===== config.mk =====
export PLATFORM = sky130hd
export DESIGN_NAME = alu_cmd_driver_flat
export DESIGN_NICKNAME = d
export VERILOG_FILES = /design/src/rtl/alu_drv_pkg.sv /design/src/rtl/alu_cmd_driver_if.sv /design/src/rtl/alu_rsp_mux.sv /design/src/rtl/alu_cmd_driver.sv /design/src/flat_wrapper.sv
export SDC_FILE = /design/constraint.sdc
export NUM_CORES = 1
export LEC_CHECK = 0
export ABC_AREA = 1
export BUFFER_PORTS_ARGS = -buffer_cell sky130_fd_sc_hd__buf_2
export CORE_MARGIN = 2
export CORE_UTILIZATION = 39
export CTS_CLUSTER_SIZE = 30
export DETAILED_ROUTE_END_ITERATION = 10
export GPL_TIMING_DRIVEN = 0
export PLACE_DENSITY = 0.75
export SLEW_MARGIN = 20
export SYNTH_ARGS = -nofsm -noshare
export SYNTH_HDL_FRONTEND = slang
export SYNTH_SLANG_ARGS = --single-unit

===== constraint.sdc =====
create_clock -name CLK -period 1.5 [get_ports CLK]
set_input_delay 0.3 -clock CLK [delete_from_list [all_inputs] [get_ports CLK]]
set_output_delay 0.3 -clock CLK [all_outputs]
set_load 0.02 [all_outputs]

===== src/rtl/alu_drv_pkg.sv =====
// Shared types and result widths for the ALU command driver.
package alu_drv_pkg;

   typedef enum logic [1:0] {
      UNIT_ARITH = 2'b00,
      UNIT_LOGIC = 2'b01,
      UNIT_CMP   = 2'b10,
      UNIT_SHIFT = 2'b11
   } alu_unit_e;

   typedef enum logic [1:0] {
      StIdle,
      StIssue,
      StWait,
      StResp
   } drv_state_e;

   localparam int unsigned LOGIC_W = 16;
   localparam int unsigned CMP_W   = 4;
   localparam int unsigned SHIFT_W = 17;

endpackage


===== src/rtl/alu_cmd_driver_if.sv =====
// Request, ALU and response signals of the ALU command driver.
// master is the driver's view; slave is the command source / ALU side.
interface alu_cmd_driver_if import alu_drv_pkg::*; #(
   parameter int unsigned IN_WIDTH  = 16,
   parameter int unsigned OUT_WIDTH = 2 * IN_WIDTH
) ();

   logic                  REQ_VALID;
   logic                  REQ_READY;
   logic [IN_WIDTH-1:0]   REQ_A;
   logic [IN_WIDTH-1:0]   REQ_B;
   logic [3:0]            REQ_FUN;

   logic [IN_WIDTH-1:0]   ALU_A;
   logic [IN_WIDTH-1:0]   ALU_B;
   logic [3:0]            ALU_FUN;
   logic [OUT_WIDTH-1:0]  Arith_OUT;
   logic                  Carry_Out;
   logic [LOGIC_W-1:0]    logic_OUT;
   logic [CMP_W-1:0]      CMP_OUT;
   logic [SHIFT_W-1:0]    SHIFT_OUT;
   logic                  Arith_Flag;
   logic                  Logic_Flag;
   logic                  CMP_Flag;
   logic                  Shift_Flag;

   logic                  RSP_VALID;
   logic                  RSP_READY;
   logic [OUT_WIDTH-1:0]  RSP_DATA;
   logic                  RSP_CARRY;
   logic [1:0]            RSP_UNIT;
   logic                  RSP_ERR;

   modport master (
      input  REQ_VALID, REQ_A, REQ_B, REQ_FUN,
      input  Arith_OUT, Carry_Out, logic_OUT, CMP_OUT, SHIFT_OUT,
      input  Arith_Flag, Logic_Flag, CMP_Flag, Shift_Flag,
      input  RSP_READY,
      output REQ_READY, ALU_A, ALU_B, ALU_FUN,
      output RSP_VALID, RSP_DATA, RSP_CARRY, RSP_UNIT, RSP_ERR
   );

   modport slave (
      output REQ_VALID, REQ_A, REQ_B, REQ_FUN,
      output Arith_OUT, Carry_Out, logic_OUT, CMP_OUT, SHIFT_OUT,
      output Arith_Flag, Logic_Flag, CMP_Flag, Shift_Flag,
      output RSP_READY,
      input  REQ_READY, ALU_A, ALU_B, ALU_FUN,
      input  RSP_VALID, RSP_DATA, RSP_CARRY, RSP_UNIT, RSP_ERR
   );

endinterface


===== src/rtl/alu_rsp_mux.sv =====
// Selects the addressed unit's flag and result, zero-extending the narrow units.
module alu_rsp_mux import alu_drv_pkg::*; #(
   parameter int unsigned OUT_WIDTH = 32
) (
   input  alu_unit_e             unit_i,
   input  logic [OUT_WIDTH-1:0]  arith_out_i,
   input  logic                  carry_out_i,
   input  logic [LOGIC_W-1:0]    logic_out_i,
   input  logic [CMP_W-1:0]      cmp_out_i,
   input  logic [SHIFT_W-1:0]    shift_out_i,
   input  logic                  arith_flag_i,
   input  logic                  logic_flag_i,
   input  logic                  cmp_flag_i,
   input  logic                  shift_flag_i,
   output logic                  flag_hit_o,
   output logic [OUT_WIDTH-1:0]  data_o,
   output logic                  carry_o
);

   always_comb begin
      flag_hit_o = 1'b0;
      data_o     = '0;
      carry_o    = 1'b0;
      unique case (unit_i)
         UNIT_ARITH: begin
            flag_hit_o = arith_flag_i;
            data_o     = arith_out_i;
            carry_o    = carry_out_i;
         end
         UNIT_LOGIC: begin
            flag_hit_o = logic_flag_i;
            data_o     = OUT_WIDTH'(logic_out_i);
         end
         UNIT_CMP: begin
            flag_hit_o = cmp_flag_i;
            data_o     = OUT_WIDTH'(cmp_out_i);
         end
         UNIT_SHIFT: begin
            flag_hit_o = shift_flag_i;
            data_o     = OUT_WIDTH'(shift_out_i);
         end
      endcase
   end

endmodule


===== src/rtl/alu_cmd_driver.sv =====
// Initiator front end for the 16-bit ALU: one request in flight, normalised response out.
// Optional WAIT timeout is built when ALU_DRV_TIMEOUT_EN is defined.
module alu_cmd_driver import alu_drv_pkg::*; #(
   parameter int unsigned IN_WIDTH    = 16,
   parameter int unsigned OUT_WIDTH   = 2 * IN_WIDTH
`ifdef ALU_DRV_TIMEOUT_EN
   ,
   parameter int unsigned TIMEOUT_CYC = 4
`endif
) (
   input  logic              CLK,
   input  logic              RST,
   alu_cmd_driver_if.master  bus
);

   drv_state_e            state_q, state_d;
   alu_unit_e             unit_q;
   logic [IN_WIDTH-1:0]   alu_a_q, alu_b_q;
   logic [3:0]            alu_fun_q;
   logic [OUT_WIDTH-1:0]  rsp_data_q, mux_data;
   logic                  rsp_carry_q, mux_carry, flag_hit;
   logic                  accept, capture, timeout, timeout_hit;

   alu_rsp_mux #(
      .OUT_WIDTH (OUT_WIDTH)
   ) u_rsp_mux (
      .unit_i       (unit_q),
      .arith_out_i  (bus.Arith_OUT),
      .carry_out_i  (bus.Carry_Out),
      .logic_out_i  (bus.logic_OUT),
      .cmp_out_i    (bus.CMP_OUT),
      .shift_out_i  (bus.SHIFT_OUT),
      .arith_flag_i (bus.Arith_Flag),
      .logic_flag_i (bus.Logic_Flag),
      .cmp_flag_i   (bus.CMP_Flag),
      .shift_flag_i (bus.Shift_Flag),
      .flag_hit_o   (flag_hit),
      .data_o       (mux_data),
      .carry_o      (mux_carry)
   );

   // ISSUE never looks at flags: they may still describe the previous operands.
   always_comb begin
      state_d = state_q;
      accept  = 1'b0;
      capture = 1'b0;
      timeout = 1'b0;
      unique case (state_q)
         StIdle: begin
            if (bus.REQ_VALID) begin
               accept  = 1'b1;
               state_d = StIssue;
            end
         end
         StIssue: state_d = StWait;
         StWait: begin
            if (flag_hit) begin
               capture = 1'b1;
               state_d = StResp;
            end else if (timeout_hit) begin
               timeout = 1'b1;
               state_d = StResp;
            end
         end
         StResp: begin
            if (bus.RSP_READY) state_d = StIdle;
         end
         default: state_d = StIdle;
      endcase
   end

   always_ff @(posedge CLK) begin
      if (RST) state_q <= StIdle;
      else     state_q <= state_d;
   end

   always_ff @(posedge CLK) begin
      if (RST) begin
         alu_a_q   <= '0;
         alu_b_q   <= '0;
         alu_fun_q <= '0;
         unit_q    <= UNIT_ARITH;
      end else if (accept) begin
         alu_a_q   <= bus.REQ_A;
         alu_b_q   <= bus.REQ_B;
         alu_fun_q <= bus.REQ_FUN;
         unit_q    <= alu_unit_e'(bus.REQ_FUN[3:2]);
      end
   end

   always_ff @(posedge CLK) begin
      if (RST) begin
         rsp_data_q  <= '0;
         rsp_carry_q <= 1'b0;
      end else if (capture) begin
         rsp_data_q  <= mux_data;
         rsp_carry_q <= mux_carry;
      end else if (timeout) begin
         rsp_data_q  <= '0;
         rsp_carry_q <= 1'b0;
      end
   end

`ifdef ALU_DRV_TIMEOUT_EN
   localparam int unsigned CntW = $clog2(TIMEOUT_CYC + 1);

   logic [CntW-1:0] cnt_q;
   logic            rsp_err_q;

   // Counter holds the number of completed WAIT cycles; a flag on the last one still wins.
   always_ff @(posedge CLK) begin
      if (RST || state_q == StIssue) cnt_q <= '0;
      else if (state_q == StWait)    cnt_q <= cnt_q + 1'b1;
   end

   always_ff @(posedge CLK) begin
      if (RST)          rsp_err_q <= 1'b0;
      else if (capture) rsp_err_q <= 1'b0;
      else if (timeout) rsp_err_q <= 1'b1;
   end

   assign timeout_hit = (cnt_q == CntW'(TIMEOUT_CYC - 1));
   assign bus.RSP_ERR = rsp_err_q;
`else
   assign timeout_hit = 1'b0;
   assign bus.RSP_ERR = 1'b0;
`endif

   assign bus.REQ_READY = (state_q == StIdle);
   assign bus.RSP_VALID = (state_q == StResp);
   assign bus.ALU_A     = alu_a_q;
   assign bus.ALU_B     = alu_b_q;
   assign bus.ALU_FUN   = alu_fun_q;
   assign bus.RSP_DATA  = rsp_data_q;
   assign bus.RSP_CARRY = rsp_carry_q;
   assign bus.RSP_UNIT  = unit_q;

endmodule


===== src/flat_wrapper.sv =====
// flat-port wrapper written by rule: the top's interface ports become plain ports
module alu_cmd_driver_flat import alu_drv_pkg::*;
#(
   parameter int unsigned IN_WIDTH    = 16,
   parameter int unsigned OUT_WIDTH   = 2 * IN_WIDTH

)
  (CLK, RST, bus_REQ_VALID, bus_REQ_A, bus_REQ_B, bus_REQ_FUN, bus_Arith_OUT, bus_Carry_Out, bus_logic_OUT, bus_CMP_OUT, bus_SHIFT_OUT, bus_Arith_Flag, bus_Logic_Flag, bus_CMP_Flag, bus_Shift_Flag, bus_RSP_READY, bus_REQ_READY, bus_ALU_A, bus_ALU_B, bus_ALU_FUN, bus_RSP_VALID, bus_RSP_DATA, bus_RSP_CARRY, bus_RSP_UNIT, bus_RSP_ERR);
  alu_cmd_driver_if #(.IN_WIDTH(IN_WIDTH), .OUT_WIDTH(OUT_WIDTH)) bus_i ();
  input  logic CLK;
  input  logic RST;
  input wire logic [$bits(bus_i.REQ_VALID)-1:0] bus_REQ_VALID;
  input wire logic [$bits(bus_i.REQ_A)-1:0] bus_REQ_A;
  input wire logic [$bits(bus_i.REQ_B)-1:0] bus_REQ_B;
  input wire logic [$bits(bus_i.REQ_FUN)-1:0] bus_REQ_FUN;
  input wire logic [$bits(bus_i.Arith_OUT)-1:0] bus_Arith_OUT;
  input wire logic [$bits(bus_i.Carry_Out)-1:0] bus_Carry_Out;
  input wire logic [$bits(bus_i.logic_OUT)-1:0] bus_logic_OUT;
  input wire logic [$bits(bus_i.CMP_OUT)-1:0] bus_CMP_OUT;
  input wire logic [$bits(bus_i.SHIFT_OUT)-1:0] bus_SHIFT_OUT;
  input wire logic [$bits(bus_i.Arith_Flag)-1:0] bus_Arith_Flag;
  input wire logic [$bits(bus_i.Logic_Flag)-1:0] bus_Logic_Flag;
  input wire logic [$bits(bus_i.CMP_Flag)-1:0] bus_CMP_Flag;
  input wire logic [$bits(bus_i.Shift_Flag)-1:0] bus_Shift_Flag;
  input wire logic [$bits(bus_i.RSP_READY)-1:0] bus_RSP_READY;
  output wire logic [$bits(bus_i.REQ_READY)-1:0] bus_REQ_READY;
  output wire logic [$bits(bus_i.ALU_A)-1:0] bus_ALU_A;
  output wire logic [$bits(bus_i.ALU_B)-1:0] bus_ALU_B;
  output wire logic [$bits(bus_i.ALU_FUN)-1:0] bus_ALU_FUN;
  output wire logic [$bits(bus_i.RSP_VALID)-1:0] bus_RSP_VALID;
  output wire logic [$bits(bus_i.RSP_DATA)-1:0] bus_RSP_DATA;
  output wire logic [$bits(bus_i.RSP_CARRY)-1:0] bus_RSP_CARRY;
  output wire logic [$bits(bus_i.RSP_UNIT)-1:0] bus_RSP_UNIT;
  output wire logic [$bits(bus_i.RSP_ERR)-1:0] bus_RSP_ERR;
  assign bus_i.REQ_VALID = bus_REQ_VALID;
  assign bus_i.REQ_A = bus_REQ_A;
  assign bus_i.REQ_B = bus_REQ_B;
  assign bus_i.REQ_FUN = bus_REQ_FUN;
  assign bus_i.Arith_OUT = bus_Arith_OUT;
  assign bus_i.Carry_Out = bus_Carry_Out;
  assign bus_i.logic_OUT = bus_logic_OUT;
  assign bus_i.CMP_OUT = bus_CMP_OUT;
  assign bus_i.SHIFT_OUT = bus_SHIFT_OUT;
  assign bus_i.Arith_Flag = bus_Arith_Flag;
  assign bus_i.Logic_Flag = bus_Logic_Flag;
  assign bus_i.CMP_Flag = bus_CMP_Flag;
  assign bus_i.Shift_Flag = bus_Shift_Flag;
  assign bus_i.RSP_READY = bus_RSP_READY;
  assign bus_REQ_READY = bus_i.REQ_READY;
  assign bus_ALU_A = bus_i.ALU_A;
  assign bus_ALU_B = bus_i.ALU_B;
  assign bus_ALU_FUN = bus_i.ALU_FUN;
  assign bus_RSP_VALID = bus_i.RSP_VALID;
  assign bus_RSP_DATA = bus_i.RSP_DATA;
  assign bus_RSP_CARRY = bus_i.RSP_CARRY;
  assign bus_RSP_UNIT = bus_i.RSP_UNIT;
  assign bus_RSP_ERR = bus_i.RSP_ERR;
  alu_cmd_driver #(.IN_WIDTH(IN_WIDTH), .OUT_WIDTH(OUT_WIDTH)) u_core (.CLK(CLK), .RST(RST), .bus(bus_i));
endmodule

==> run metrics <==
outcome finished clean; category of the worst setup path capture point primary output; worst reg2reg path endpoint u_core.bus.RSP_DATA[27]; share of the yosys chip area belonging to registers between 40% and 50%; total power consumption of the routed design about 7.5 mW; Finished Core Util between 50% and 60%; startpoint of the tightest hold check path bus_REQ_A[5]; Detail Route Antenna Nets 0; kind of start point of the critical path register; number of different library cells in the post-synthesis netlist 22; total DRC errors in the routed layout 0; weighted congestion reported at the end of routability-driven placement between 0.7 and 0.8; CP Max Fanout 4; number of cell rows 32; antenna cells 0; Static Leak between 2 and 2.5 nW; reg-to-reg setup timing slack between 100 and 150 ps; Hold WC Path Type in -> reg; total number of yosys warnings 0; Final setup viols 0; clock transition at the registers of the reported paths approximately 80 ps; largest incremental delay on the critical path ~370 ps; clock tree from TritonCTS built; global routing usage summed across all routing layers a little over a fifth; min setup slack post-route about 100 ps; sum of negative setup slack 0 ps; clock latency at the later pin of the worst-skew pair ~330 ps; family with the most delay on the worst path flip-flops; clock root buffer sky130_fd_sc_hd__clkbuf_8; IO Count 188; synthesis-to-finish area growth 42.6%; post-detailed-placement half-perimeter wirelength 7.21 mm; wire length of the first global-routing pass 14.8 mm; Worst VDD drop approximately 1200 uV; initial antenna violation count 0; fraction of final layout cells sized beyond drive strength 1 approximately 36%; Total Routed Length between 9 and 10 mm; average routed wire per standard cell between 10 and 15 um; layout net count between 700 and 800; final-report max-slew violation count 0; worst slack, placed -212 ps; horizontal die dimension 93.1 um; post-detailed-route via-to-cell ratio between 4 and 5; largest net degree at the start of global routing 14; achievable clock frequency around 720 MHz; worst hold path stage count 3; CTS max path bufs 2; drt first pass iters 5; Req. time, crit path approximately 1200 ps; vias in the first global route 3469; post-layout min period 1400 ps; cell area after synthesis between 0.003 and 0.004 mm2; die outline area ~0.0087 mm2; number of clock buffers inserted by TritonCTS 9; post-synthesis cell count around 470; cell at the slowest stage of the critical path sky130_fd_sc_hd__dfxtp_2; final std cell area, no fill between 0.004 and 0.005 mm2; FF-to-FF path depth 8; path type of the worst setup path reg -> out; Clock Skews around 8.3 ps; placed standard-cell area slightly above 0.004 mm2; CTS H-tree lvls 3; aggregate global routing overflow 0; power density over the cells 1710 mW/mm2; number of max-cap violations 0; final-report hold violation count 0; number of clock sinks 71; number of vias after detailed routing around 3.5k; CP Buf/Inv Count 2; critical path cell sequence inv_1 -> ha_4 -> buf_2; final worst path period share 93.2%; post-synthesis register bit count between 70 and 80; Mapped Nets roughly 580; placeable core region 0.00773 mm2; quantity of hold-fixing buffers added after cts 0; launch point of the worst reg-to-reg path u_core.bus.RSP_UNIT[1]; sink of the worst hold path u_core.bus.ALU_A[5]; starting utilization of the core area 40.1%; mean cell area of the mapped netlist roughly 6.7 um2; iteration-0 DRC count of the detailed router 88; I/O Buffers around 190; signal arrival time at the worst endpoint about 1100 ps; Die H roughly 93 um
cell type report:
class                           instances  area (um2)
Buffer                                 29         188
Clock buffer                           10         138
Clock inverter                          6        42.5
Fill cell                             786        3310
Inverter                               30         123
Multi-Input combinational cell        335        1440
Sequential cell                        71        1430
Tap cell                              102         128
Timing Repair Buffer                  185         926
worst max-delay path by stage:
stage / from / to / cells after the start
finish: u_core.state_q[1] / bus_REQ_READY / 3
CTS: u_core.bus.ALU_FUN[2] / u_core.bus.RSP_DATA[15] / 8
floorplan: u_core.state_q[1] / u_core.bus.ALU_A[10] / 7
global placement: u_core.state_q[1] / u_core.bus.ALU_A[10] / 7
detailed placement: u_core.state_q[1] / u_core.bus.ALU_B[3] / 7
global route: u_core.bus.RSP_UNIT[1] / u_core.bus.RSP_DATA[24] / 8
per-stage QoR:
stage | hold WS [ps] | std cells
2_1_floorplan | 448 | 465
3_3_place_gp | 450 | 752
3_5_place_dp | 456 | 752
4_1_cts | 185 | 768
5_1_grt | 196 | 768
6_report | 201 | 768
sequential cells by signal, summed over array words and instances, names as in the netlist:
signal	flops
u_core.bus.RSP_UNIT	1
u_core.bus.RSP_DATA	32
u_core.bus.RSP_CARRY	1
u_core.bus.ALU_FUN	3
u_core.state_q	2
u_core.bus.ALU_B	16
u_core.bus.ALU_A	16
cell usage after synthesis (all sizes together):
cell / count / area share, %
nand4: 4 / 0.81
buf: 13 / 2.9
clkbuf: 16 / 1.9
nand2: 162 / 20
o21ai: 37 / 6.0
conb: 1 / 0.12
clkinv: 2 / 0.24
inv: 28 / 3.4
nand3: 17 / 3.2
ha: 3 / 1.2
a22o: 1 / 0.28
a21oi: 21 / 3.4
or2: 1 / 0.28
nor2: 88 / 11
dfxtp: 71 / 46
routing by layer:
metal,GRT usage (%),wire (um),share of wire (%),vias to the layer above
met5,0,0,0,-
met4,6.74,126,1.4,0
met3,6.93,835,9.1,10
met2,39.7,4490,49,161
met1,22.2,3730,41,1534
li1,-,-,-,1832
timing repair:
item                                   CTS  global route
setup endpoints to repair               64            63
pin swaps                                0             1
endpoints found under the hold margin    0             0
setup buffers                            0             0
gates resized for setup                 15            36
cell families after synthesis:
| kind of cell | Yosys count | share of synthesized area [%] |
|---|---|---|
| buf+inv | 59 | 8.45 |
| simple gates | 272 | 34.6 |
| flops | 71 | 45.9 |
| other cells | 1 | 0.121 |
| fa+ha+maj | 3 | 1.21 |
| compound gates | 59 | 9.66 |
worst reg2reg max path, delay by kind of cell (launching register included):
family        cells  cell delay [ps]
flops             1              380
buf+inv           2              270
simple gates      6              610
power by group:
part | internal [mW] | total, mW | switching (mW)
clock | 0.651 | 1.38 | 0.726
sequential | 2.37 | 2.64 | 0.267
combinational | 1.30 | 3.53 | 2.23
total | 4.31 | 7.54 | 3.23
placed cells by master (no fill, tap or decap), types with 2 or more instances in the layout:
cell,instances
sky130_fd_sc_hd__clkbuf_1,7
sky130_fd_sc_hd__nor2_1,87
sky130_fd_sc_hd__o21ai_1,15
sky130_fd_sc_hd__dfxtp_1,68
sky130_fd_sc_hd__inv_4,2
sky130_fd_sc_hd__nand2_1,161
sky130_fd_sc_hd__inv_6,2
sky130_fd_sc_hd__nand3_1,15
sky130_fd_sc_hd__a21oi_1,21
sky130_fd_sc_hd__clkinvlp_4,3
sky130_fd_sc_hd__clkbuf_4,3
sky130_fd_sc_hd__buf_6,3
sky130_fd_sc_hd__nand4_1,4
sky130_fd_sc_hd__buf_4,7
sky130_fd_sc_hd__buf_2,189
sky130_fd_sc_hd__inv_1,23
sky130_fd_sc_hd__clkbuf_2,3
sky130_fd_sc_hd__inv_2,3
sky130_fd_sc_hd__dfxtp_4,2
sky130_fd_sc_hd__clkbuf_8,11
sky130_fd_sc_hd__clkinv_2,3
sky130_fd_sc_hd__o21ai_0,22
No activity file was read; power rests on OpenSTA's default activity.
